<file path="src/rtl/matrix_loader_if.sv">
// matrix_loader_if: upstream word stream into matrix_loader (valid/ready handshake).
interface matrix_loader_if;
   logic        in_valid;
   logic [31:0] in_data;
   logic        in_ready;
   modport master (output in_valid, in_data, input in_ready);
   modport slave (input in_valid, in_data, output in_ready);
endinterface

</file>
<file path="src/rtl/matrix_loader.sv">
// matrix_loader: parses a dimension header, loads two row-major operand matrices, presents them to a multiplier.
// Define MATRIX_LOADER_ZERO_FILL_EN to clear both operand arrays on every accepted header.
module matrix_loader #(
   parameter int MAX_ELEMS = 4
) (
   input  logic                CLK,
   input  logic                RST_N,
   matrix_loader_if.slave      bus,
   output logic [31:0]         flat_matrix_1 [0:MAX_ELEMS-1],
   output logic [31:0]         flat_matrix_2 [0:MAX_ELEMS-1],
   output logic [3:0]          R1,
   output logic [3:0]          C1,
   output logic [3:0]          R2,
   output logic [3:0]          C2,
   output logic                readybit,
   input  logic                startbit,
   output logic                hdr_err
);
`ifdef MATRIX_LOADER_ZERO_FILL_EN
   localparam bit ZERO_FILL = 1'b1;
`else
   localparam bit ZERO_FILL = 1'b0;
`endif
   localparam logic [7:0] ME = 8'(MAX_ELEMS);
   typedef enum logic [1:0] {IDLE, LOAD1, LOAD2, PRESENT} state_t;
   state_t     state, state_n;
   logic [7:0] idx, n1, n2, h_n1, h_n2;
   logic [3:0] h_r1, h_c1, h_r2, h_c2;
   logic       beat, h_ok, hdr_load, last1, last2, unused_hi;
   assign bus.in_ready = RST_N && state != PRESENT;
   assign beat = bus.in_valid && bus.in_ready;
   assign {h_c2, h_r2, h_c1, h_r1} = bus.in_data[15:0];
   assign unused_hi = ^bus.in_data[31:16];
   // products at 8 bits so a 4x4 header cannot wrap past the size check
   assign h_n1 = {4'b0, h_r1} * {4'b0, h_c1};
   assign h_n2 = {4'b0, h_r2} * {4'b0, h_c2};
   assign n1 = {4'b0, R1} * {4'b0, C1};
   assign n2 = {4'b0, R2} * {4'b0, C2};
   assign h_ok = |h_r1 && |h_c1 && |h_r2 && |h_c2 && h_c1 == h_r2 && h_n1 <= ME && h_n2 <= ME;
   assign last1 = idx == n1 - 8'd1;
   assign last2 = idx == n2 - 8'd1;
   assign readybit = state == PRESENT;
   always_comb begin
      state_n = state;
      hdr_load = 1'b0;
      unique case (state)
         IDLE: begin
            hdr_load = beat && h_ok;
            state_n = hdr_load ? LOAD1 : IDLE;
         end
         LOAD1:   state_n = beat && last1 ? LOAD2 : LOAD1;
         LOAD2:   state_n = beat && last2 ? PRESENT : LOAD2;
         PRESENT: state_n = startbit ? IDLE : PRESENT;
         default: state_n = IDLE;
      endcase
   end
   always_ff @(posedge CLK) begin
      if (!RST_N) state <= IDLE;
      else state <= state_n;
   end
   always_ff @(posedge CLK) begin
      if (!RST_N) begin
         idx <= 8'd0;
         hdr_err <= 1'b0;
         {R1, C1, R2, C2} <= 16'd0;
         for (int i = 0; i < MAX_ELEMS; i++) begin
            flat_matrix_1[i] <= 32'd0;
            flat_matrix_2[i] <= 32'd0;
         end
      end else begin
         hdr_err <= beat && state == IDLE && !h_ok;
         if (hdr_load) begin
            {R1, C1, R2, C2} <= {h_r1, h_c1, h_r2, h_c2};
            idx <= 8'd0;
         end else if (beat && (state == LOAD1 || state == LOAD2))
            idx <= (state == LOAD1 ? last1 : last2) ? 8'd0 : idx + 8'd1;
         for (int i = 0; i < MAX_ELEMS; i++) begin
            if (hdr_load && ZERO_FILL) begin
               flat_matrix_1[i] <= 32'd0;
               flat_matrix_2[i] <= 32'd0;
            end
            if (beat && state == LOAD1 && idx == 8'(i)) flat_matrix_1[i] <= bus.in_data;
            if (beat && state == LOAD2 && idx == 8'(i)) flat_matrix_2[i] <= bus.in_data;
         end
      end
   end
endmodule

</file>
<file path="src/flat_wrapper.sv">
// flat-port wrapper written by rule: the top's interface ports become plain ports
module matrix_loader_flat 
#(
   parameter int MAX_ELEMS = 4
)
  (CLK, RST_N, flat_matrix_1, flat_matrix_2, R1, C1, R2, C2, readybit, startbit, hdr_err, bus_in_valid, bus_in_data, bus_in_ready);
  matrix_loader_if bus_i ();
  input  logic CLK;
  input  logic RST_N;
  output logic [31:0] flat_matrix_1[0:MAX_ELEMS-1];
  output logic [31:0] flat_matrix_2[0:MAX_ELEMS-1];
  output logic [3:0] R1;
  output logic [3:0] C1;
  output logic [3:0] R2;
  output logic [3:0] C2;
  output logic readybit;
  input  logic startbit;
  output logic hdr_err;
  input wire logic [$bits(bus_i.in_valid)-1:0] bus_in_valid;
  input wire logic [$bits(bus_i.in_data)-1:0] bus_in_data;
  output wire logic [$bits(bus_i.in_ready)-1:0] bus_in_ready;
  assign bus_i.in_valid = bus_in_valid;
  assign bus_i.in_data = bus_in_data;
  assign bus_in_ready = bus_i.in_ready;
  matrix_loader #(.MAX_ELEMS(MAX_ELEMS)) u_core (.CLK(CLK), .RST_N(RST_N), .bus(bus_i), .flat_matrix_1(flat_matrix_1), .flat_matrix_2(flat_matrix_2), .R1(R1), .C1(C1), .R2(R2), .C2(C2), .readybit(readybit), .startbit(startbit), .hdr_err(hdr_err));
endmodule
</file>
<file path="config.mk">
export PLATFORM = sky130hd
export DESIGN_NAME = matrix_loader_flat
export DESIGN_NICKNAME = d
export VERILOG_FILES = /design/src/rtl/matrix_loader_if.sv /design/src/rtl/matrix_loader.sv /design/src/flat_wrapper.sv
export SDC_FILE = /design/constraint.sdc
export NUM_CORES = 1
export LEC_CHECK = 0
export BUFFER_PORTS_ARGS = -buffer_cell sky130_fd_sc_hd__buf_2
export CAP_MARGIN = 20
export CORE_MARGIN = 10
export CORE_UTILIZATION = 50
export DETAILED_ROUTE_END_ITERATION = 12
export GPL_TIMING_DRIVEN = 1
export PLACE_DENSITY = 0.86
export SLEW_MARGIN = 10
export SYNTH_ARGS = -nofsm -noshare
export SYNTH_HDL_FRONTEND = slang
export SYNTH_SLANG_ARGS = --single-unit
</file>
<file path="constraint.sdc">
create_clock -name CLK -period 5.6 [get_ports CLK]
set_input_delay 1.12 -clock CLK [delete_from_list [all_inputs] [get_ports CLK]]
set_output_delay 1.12 -clock CLK [all_outputs]
set_load 0.01 [all_outputs]
</file>
==> flow_metrics.py, run 1 <==
metrics = {
    "outcome": {
        "status": "completed",
    },
    "worst_setup_path": {
        "crit_chain": "buf_2, nand2_1, fa_1, fa_1, inv_1, fa_1, xor2_1, and4bb_2, nand4_1, a2111o_1, buf_4, mux2i_1, nor2_1",
        "cp-start-kind": "primary input",
        "cp-end-kind": "flop",
        "cp_slowest_cell": "fa_1",
        "crit_fanout": 14,
        "crit_required_ns": 5.98,
        "path_class": "in2reg",
        "rrSetupSlack_ns": 1.45,
        "worstPathArrival_ns": 4.83,
        "cp_slowest_stage_delay_ns": 0.54,
        "crit_top_cell": "fa_1",
    },
    "grt": {
        "grt_overflow_total": 0,
        "grt_use_total_pct": 26.2,
        "grt_pass1_vias": 11900,
        "antenna_found_initial": 0,
        "grt_first_pass_wirelength_mm": 66.5,
        "grt_max_degree": 173,
    },
    "sta": {
        "slew_headroom_pct": 29.5,
        "fin_skew_ns": 0.0194,
        "worstMarginPinSlew_ns": 1.06,
        "fin_crit_ns": 4.46,
        "slew_violations": 0,
        "hold_viol": 0,
        "rsz0062_at_grt": "no",
        "fin_setup_tns_ns": 0,
        "min_period_over_period_pct": 79.6,
        "finalSetupViolCount": 0,
        "fmax_mhz": 224,
    },
    "floorplan": {
        "coreArea_um2": 25100,
        "start_util_pct": 50.6,
        "rows": 58,
        "fp.dieW_um": 179,
        "die_y_um": 179,
        "die_area_um2": 32200,
        "ioPinCount": 311,
    },
    "clocking": {
        "postCtsHoldBufs": 0,
        "worstSkewPairLatency_ns": 0.55,
        "cts.clk_slew.worst_paths_ns": 0.06,
        "cts_resized": 0,
        "cts_tree": "built",
        "post_cts_buffers": 0,
        "clockBufferDepth": 3,
        "cts-buffers-inserted": 29,
        "clock-sinks": 283,
        "h-tree-depth": 1,
        "clockRootBuffer": "clkbuf_16",
    },
    "routing": {
        "wl_per_cell_um": 20.0,
        "drt_iter0_drc": 939,
        "vias_per_cell": 5.57,
        "vias": 12100,
        "ant_nets": 0,
        "drc": 0,
        "postRouteWirelength_mm": 43.6,
        "first_pass_iters": 5,
    },
    "synthesis": {
        "synth_edf_count": 0,
        "ys_warn_count": 0,
        "synth_top_cells_by_count": "nand2_1, dfxtp_1, a21oi_1",
        "synth_area_leaders": "dfxtp_1, nand2_1, a21oi_1",
        "synth_seq_cells": 283,
        "synth_top_cell_area_share_pct": 44.6,
        "ys.flop_type": "dfxtp_1",
        "yosysTopAreaCell": "dfxtp_1",
        "ys_seq_area_share_pct": 44.6,
        "synth_area_um2": 12700,
        "synth-async-reset-ratio_pct": 0,
        "syn_avg_cell_area_um2": 7.98,
        "syn_inst": 1591,
        "synth_nets": 1710,
        "synth_cell_types": 62,
        "yosysMostFrequentCell": "nand2_1",
    },
    "pwr": {
        "p_per_area_nw_per_um2": 271,
        "clock_power_share_pct": 45.4,
        "p_sw_share_pct": 23.8,
        "peakVddDrop_v": 0.000257,
        "p_switching_mw": 0.975,
        "pwr-share-seq_pct": 49.1,
        "p_comb_share_pct": 5.5,
        "internal_power_mw": 3.12,
        "power.leakage_nw": 6.63,
    },
    "place": {
        "post_dp_cell_area_um2": 14200,
        "numPortBuffers": 310,
        "gp_congestion": 0.914,
        "hpwl_mm": 30.5,
    },
    "finish": {
        "diodes": 0,
        "syn_to_final_growth_pct": 19.2,
        "finalNetCount": 1946,
        "fill_cells": 2216,
        "finish.instance_area_um2": 15100,
        "drive_above_1_share_pct": 21.6,
    },
    "min_path": {
        "hp-class": "reg2reg",
    },
    "flow_run": {
        "maxCapViolations": 0,
    },
}
-- registers in the layout, indices dropped and copies added (netlist names) --
register	count
u_core.C1	4
u_core.C2	4
u_core.R1	4
u_core.R2	4
u_core.flat_matrix_1	128
u_core.flat_matrix_2	128
u_core.hdr_err	1
u_core.idx	8
u_core.state	2
-- per-stage QoR --
| stage | utilization [%] | hold WS [ns] | setup WS [ns] | power [mW] | cells |
|---|---|---|---|---|---|
| after floorplan | - | 0.481 | 0.943 | 2.21 | 1591 |
| after global placement | 56.7 | 0.439 | 0.711 | 2.27 | 2126 |
| after detailed placement | 56.7 | 0.443 | 0.659 | 2.28 | 2126 |
| after CTS | 60.3 | 0.451 | 1.23 | 4.11 | 2179 |
| after global routing | 60.3 | 0.468 | 0.961 | 4.22 | 2179 |
| final | 60.3 | 0.450 | 1.14 | 4.10 | 2179 |
-- cell usage in the layout (no fill, tap or decap), drive strengths merged, types with 3 or more instances in the layout --
cell type	count
a2111oi	3
inv	41
buf	336
o211ai	3
nand4	7
and3b	3
nand2	564
mux2i	16
fa	18
o21ai	6
o21bai	5
clkinv	12
nor4	6
xnor2	16
a21o	9
ha	65
xor2	17
dfxtp	283
a21oi	266
nand3	5
nor3	9
clkbuf	36
and3	5
and2	41
a211oi	11
nor2	28
nor2b	5
-- final timing paths --
path | start | endpoint | cells after the start
worst max-delay path | bus_in_data[13] | u_core.R1[3] | 13
worst min-delay path | u_core.flat_matrix_1[58] | u_core.flat_matrix_1[58] | 2
worst max register to register | u_core.R1[0] | u_core.idx[7] | 12
worst min register to register | u_core.flat_matrix_1[58] | u_core.flat_matrix_1[58] | 2
-- final cells by class --
class / count / area, um2 / area share (%)
well taps: 330 / 413 / 2.73
multi-input cells: 1138 / 6250 / 41.3
flip-flops and latches: 283 / 5670 / 37.4
clock inverters: 17 / 130 / 0.860
clock buffers: 36 / 782 / 5.17
inverters: 39 / 154 / 1.02
repair buffers: 336 / 1750 / 11.5
-- layer usage --
metal | vias to the layer above | global-route usage [%] | wire length, um
met2 | 597 | 43.4 | 20500
met5 | - | 0 | 0
met3 | 115 | 7.82 | 4660
met4 | 0 | 10.5 | 1770
li1 | 5639 | - | -
met1 | 5778 | 31.3 | 16600
-- power by group through the flow --
stage	sequential [mW]	combinational, mW	clock, mW
2_1_floorplan	2.06	0.153	0
3_5_place_dp	2.06	0.221	0
5_1_grt	2.01	0.245	1.97
3_3_place_gp	2.06	0.216	0
4_1_cts	2.01	0.222	1.87
6_report	2.01	0.226	1.86
-- worst max-delay path: cells and delay by family --
kind / cells / cell delay (ns)
AO/OA/AOI/OAI: 1 / 0.54
XOR/XNOR: 1 / 0.19
adder cells (fa/ha/maj): 3 / 1.47
buffers and inverters: 3 / 0.70
multiplexers: 1 / 0.18
AND/OR/NAND/NOR: 4 / 0.61
-- cell families (layout without fill, tap and decap cells) --
kind of cell / after synthesis / after routing / share of synthesized area [%]
fa+ha+maj: 83 / 83 / 9.24
simple gates: 687 / 687 / 22.5
xor+xnor: 33 / 33 / 2.28
buf+inv: 170 / 428 / 6.20
compound gates: 319 / 319 / 13.9
flops: 283 / 283 / 44.6
mux: 16 / 16 / 1.26
Note: power is estimated with default switching activity, not from simulation.
==> run 2, diff against run 1 <==
--- a/config.mk
+++ b/config.mk
@@ -5,13 +5,14 @@
 export SDC_FILE = /design/constraint.sdc
 export NUM_CORES = 1
 export LEC_CHECK = 0
+export ABC_AREA = 1
 export BUFFER_PORTS_ARGS = -buffer_cell sky130_fd_sc_hd__buf_2
 export CAP_MARGIN = 20
 export CORE_MARGIN = 10
-export CORE_UTILIZATION = 50
+export CORE_UTILIZATION = 49
 export DETAILED_ROUTE_END_ITERATION = 12
 export GPL_TIMING_DRIVEN = 1
-export PLACE_DENSITY = 0.86
+export PLACE_DENSITY = 0.88
 export SLEW_MARGIN = 10
 export SYNTH_ARGS = -nofsm -noshare
 export SYNTH_HDL_FRONTEND = slang
==> constraint.sdc (replaced) <==
create_clock -name CLK -period 3.6 [get_ports CLK]
set_input_delay 0.72 -clock CLK [delete_from_list [all_inputs] [get_ports CLK]]
set_output_delay 0.72 -clock CLK [all_outputs]
set_load 0.01 [all_outputs]
==> flow_metrics.py, run 2 <==
metrics = {
    "outcome": {
        "status": "completed",
    },
    "worst_setup_path": {
        "path_class": "reg2reg",
        "r2r_start": "u_core.R2[1]",
        "crit_start": "u_core.R2[1]",
        "cp-end-kind": "flop",
        "crit_chain": "buf_4, nand2_1, ha_1, fa_1, inv_1, ha_1, ha_2, nand3_1, nand3_1, nand2_1, nand3_1, nand3_1, nor2_2, nand3_2, nand2_1, nand2_2, nand2_1, nor2_1",
        "cp_slowest_cell": "fa_1",
        "crit_fanout": 7,
        "worstPathArrival_ns": 3.81,
        "crit_required_ns": 4.01,
        "cp-start-kind": "flop",
        "cp_slowest_stage_delay_ns": 0.55,
    },
    "sta": {
        "hold_viol": 0,
        "slew_violations": 0,
        "fmax_mhz": 295,
        "fin_setup_tns_ns": 0,
        "rsz0062_at_grt": "no",
        "worstMarginPinSlew_ns": 1.28,
        "min_period_over_period_pct": 94.2,
        "fin_crit_ns": 3.39,
        "finalSetupViolCount": 0,
        "slew_headroom_pct": 14.6,
        "fin_skew_ns": 0.0204,
    },
    "routing": {
        "postRouteWirelength_mm": 43.2,
        "vias_per_cell": 5.33,
        "first_pass_iters": 6,
        "ant_nets": 0,
        "wl_per_cell_um": 18.2,
        "vias": 12600,
        "drc": 0,
        "drt_iter0_drc": 1055,
    },
    "finish": {
        "syn_to_final_growth_pct": 23.1,
        "finish.instance_area_um2": 15600,
        "drive_above_1_share_pct": 21.9,
        "layout.cells.non_filler": 2372,
        "final_common_cell": "nor2_1",
        "top_regs": "u_core.flat_matrix_1 (128), u_core.flat_matrix_2 (128), u_core.idx (8)",
        "finalNetCount": 2142,
        "fill_cells": 2145,
        "final_cell_mix": "nor2_1, buf_2, dfxtp_1, o21ai_0, nand2_1",
    },
    "min_path": {
        "hp-class": "in2reg",
        "hp-start": "RST_N",
    },
    "clocking": {
        "post_cts_buffers": 0,
        "h-tree-depth": 1,
        "clockRootBuffer": "clkbuf_16",
        "cts.clk_slew.worst_paths_ns": 0.06,
        "clock-sinks": 283,
        "cts_tree": "built",
        "clockBufferDepth": 3,
        "worstSkewPairLatency_ns": 0.55,
        "cts-buffers-inserted": 29,
    },
    "place": {
        "dp_cells": 2322,
        "gp_congestion": 0.919,
        "numPortBuffers": 310,
        "post_dp_cell_area_um2": 14600,
        "hpwl_mm": 31.2,
    },
    "synthesis": {
        "synth_nets": 1851,
        "syn_avg_cell_area_um2": 7.32,
        "yosysTopAreaCell": "dfxtp_1",
        "synth_top_cells_by_count": "nor2_1, dfxtp_1, o21ai_0",
        "syn_inst": 1732,
        "synth_top_cell_area_share_pct": 44.7,
        "synth_edf_count": 0,
        "ys.flop_type": "dfxtp_1",
        "ys_seq_area_share_pct": 44.7,
        "yosysMostFrequentCell": "nor2_1",
        "synth_seq_cells": 283,
        "synth_cell_types": 31,
        "synth-async-reset-ratio_pct": 0,
        "synth_area_leaders": "dfxtp_1, nor2_1, o21ai_0",
        "ys_warn_count": 0,
        "synth_area_um2": 12700,
    },
    "floorplan": {
        "coreArea_um2": 25300,
        "rows": 58,
        "start_util_pct": 50.1,
        "fp.dieW_um": 181,
        "ioPinCount": 311,
        "die_y_um": 181,
        "die_area_um2": 32700,
    },
    "pwr": {
        "p_switching_mw": 1.48,
        "internal_power_mw": 4.99,
        "p_sw_share_pct": 22.9,
        "p_comb_share_pct": 5.8,
        "clock_power_share_pct": 45.8,
        "peakVddDrop_v": 0.000365,
        "pwr-share-seq_pct": 48.4,
        "power.leakage_nw": 7.84,
        "p_per_area_nw_per_um2": 414,
    },
    "grt": {
        "grt_pass1_vias": 12200,
        "antenna_found_initial": 3,
        "grt_max_degree": 277,
        "grt_use_total_pct": 24.9,
        "grt_overflow_total": 0,
        "grt_first_pass_wirelength_mm": 66.8,
    },
    "flow_run": {
        "maxCapViolations": 0,
    },
}
==> run 2: changes by cell type in the layout (fill, tap and decap cells not counted), moves of 41 or more <==
cell     change
nor2_1     +431
o21ai_0    +257
and2_1      -41
nand2_1    -333
inv_1      +108
a21oi_1    -197
==> run 2: area by class of cell <==
| class | instances | area (um2) | area share (%) |
|---|---|---|---|
| inverters | 164 | 616 | 3.94 |
| well taps | 330 | 413 | 2.64 |
| repair buffers | 354 | 1940 | 12.4 |
| multi-input cells | 1191 | 6040 | 38.7 |
| clock buffers | 39 | 823 | 5.27 |
| diodes | 2 | 5.00 | 0.0320 |
| flip-flops and latches | 283 | 5670 | 36.3 |
| clock inverters | 9 | 113 | 0.721 |
==> run 2: what timing repair did <==
item / 4_1_cts / 5_1_grt
setup endpoints to repair: 6 / 9
hold buffers: 0 / 0
pin swaps: 0 / 1
resized for setup: 2 / 15
==> run 2: final timing paths <==
path	endpoint	slack (ns)	cells past startpoint
worst max-delay path	u_core.idx[3]	0.21	18
worst min-delay path	u_core.state[1]	0.47	3
worst max register to register	u_core.idx[3]	0.21	18
worst min register to register	u_core.flat_matrix_2[46]	0.48	2
==> run 2: cell families after synthesis <==
logic type | Yosys count | share of synthesized area, %
adders and majority gates | 83 | 9.25
AOI/OAI and AO/OA | 334 | 13.2
xor gates and xnor gates | 15 | 1.04
and+or+nand+nor | 759 | 23.6
DFF | 283 | 44.7
buffers and inverters | 258 | 8.21
==> run 2: per-stage QoR <==
stage	setup slack (ns)	total power [mW]	util [%]	hold slack, ns
after floorplan	0.00320	3.43	-	0.510
after global placement	-0.105	3.56	57.8	0.456
after detailed placement	-0.185	3.57	57.8	0.467
after CTS	0.00127	6.48	61.5	0.457
after global routing	0.000222	6.65	61.7	0.463
final	0.208	6.47	61.7	0.475
==> run 2: metal layers <==
layer / wire (um) / track usage [%] / share of wire [%] / vias to the layer above
met4: 2170 / 12.6 / 5.0 / 2
met1: 16800 / 29.7 / 39 / 5818
met5: 13 / 0 / 0.030 / -
li1: - / - / - / 6027
met3: 4620 / 7.05 / 11 / 137
met2: 19600 / 40.2 / 45 / 660
==> run 2: worst max-delay path, delay by kind of cell (launching register included) <==
| kind | cells | cell delay (ns) |
|---|---|---|
| and+or+nand+nor | 12 | 1.11 |
| buffers and inverters | 2 | 0.24 |
| adders and majority gates | 4 | 1.52 |
| DFF | 1 | 0.40 |
==> run 2: power groups by stage <==
stage | sequential [mW] | clock (mW) | combinational, mW
global placement | 3.20 | 0 | 0.357
finish | 3.13 | 2.96 | 0.374
floorplan | 3.20 | 0 | 0.229
CTS | 3.13 | 2.99 | 0.366
detailed placement | 3.20 | 0 | 0.364
global route | 3.13 | 3.10 | 0.417
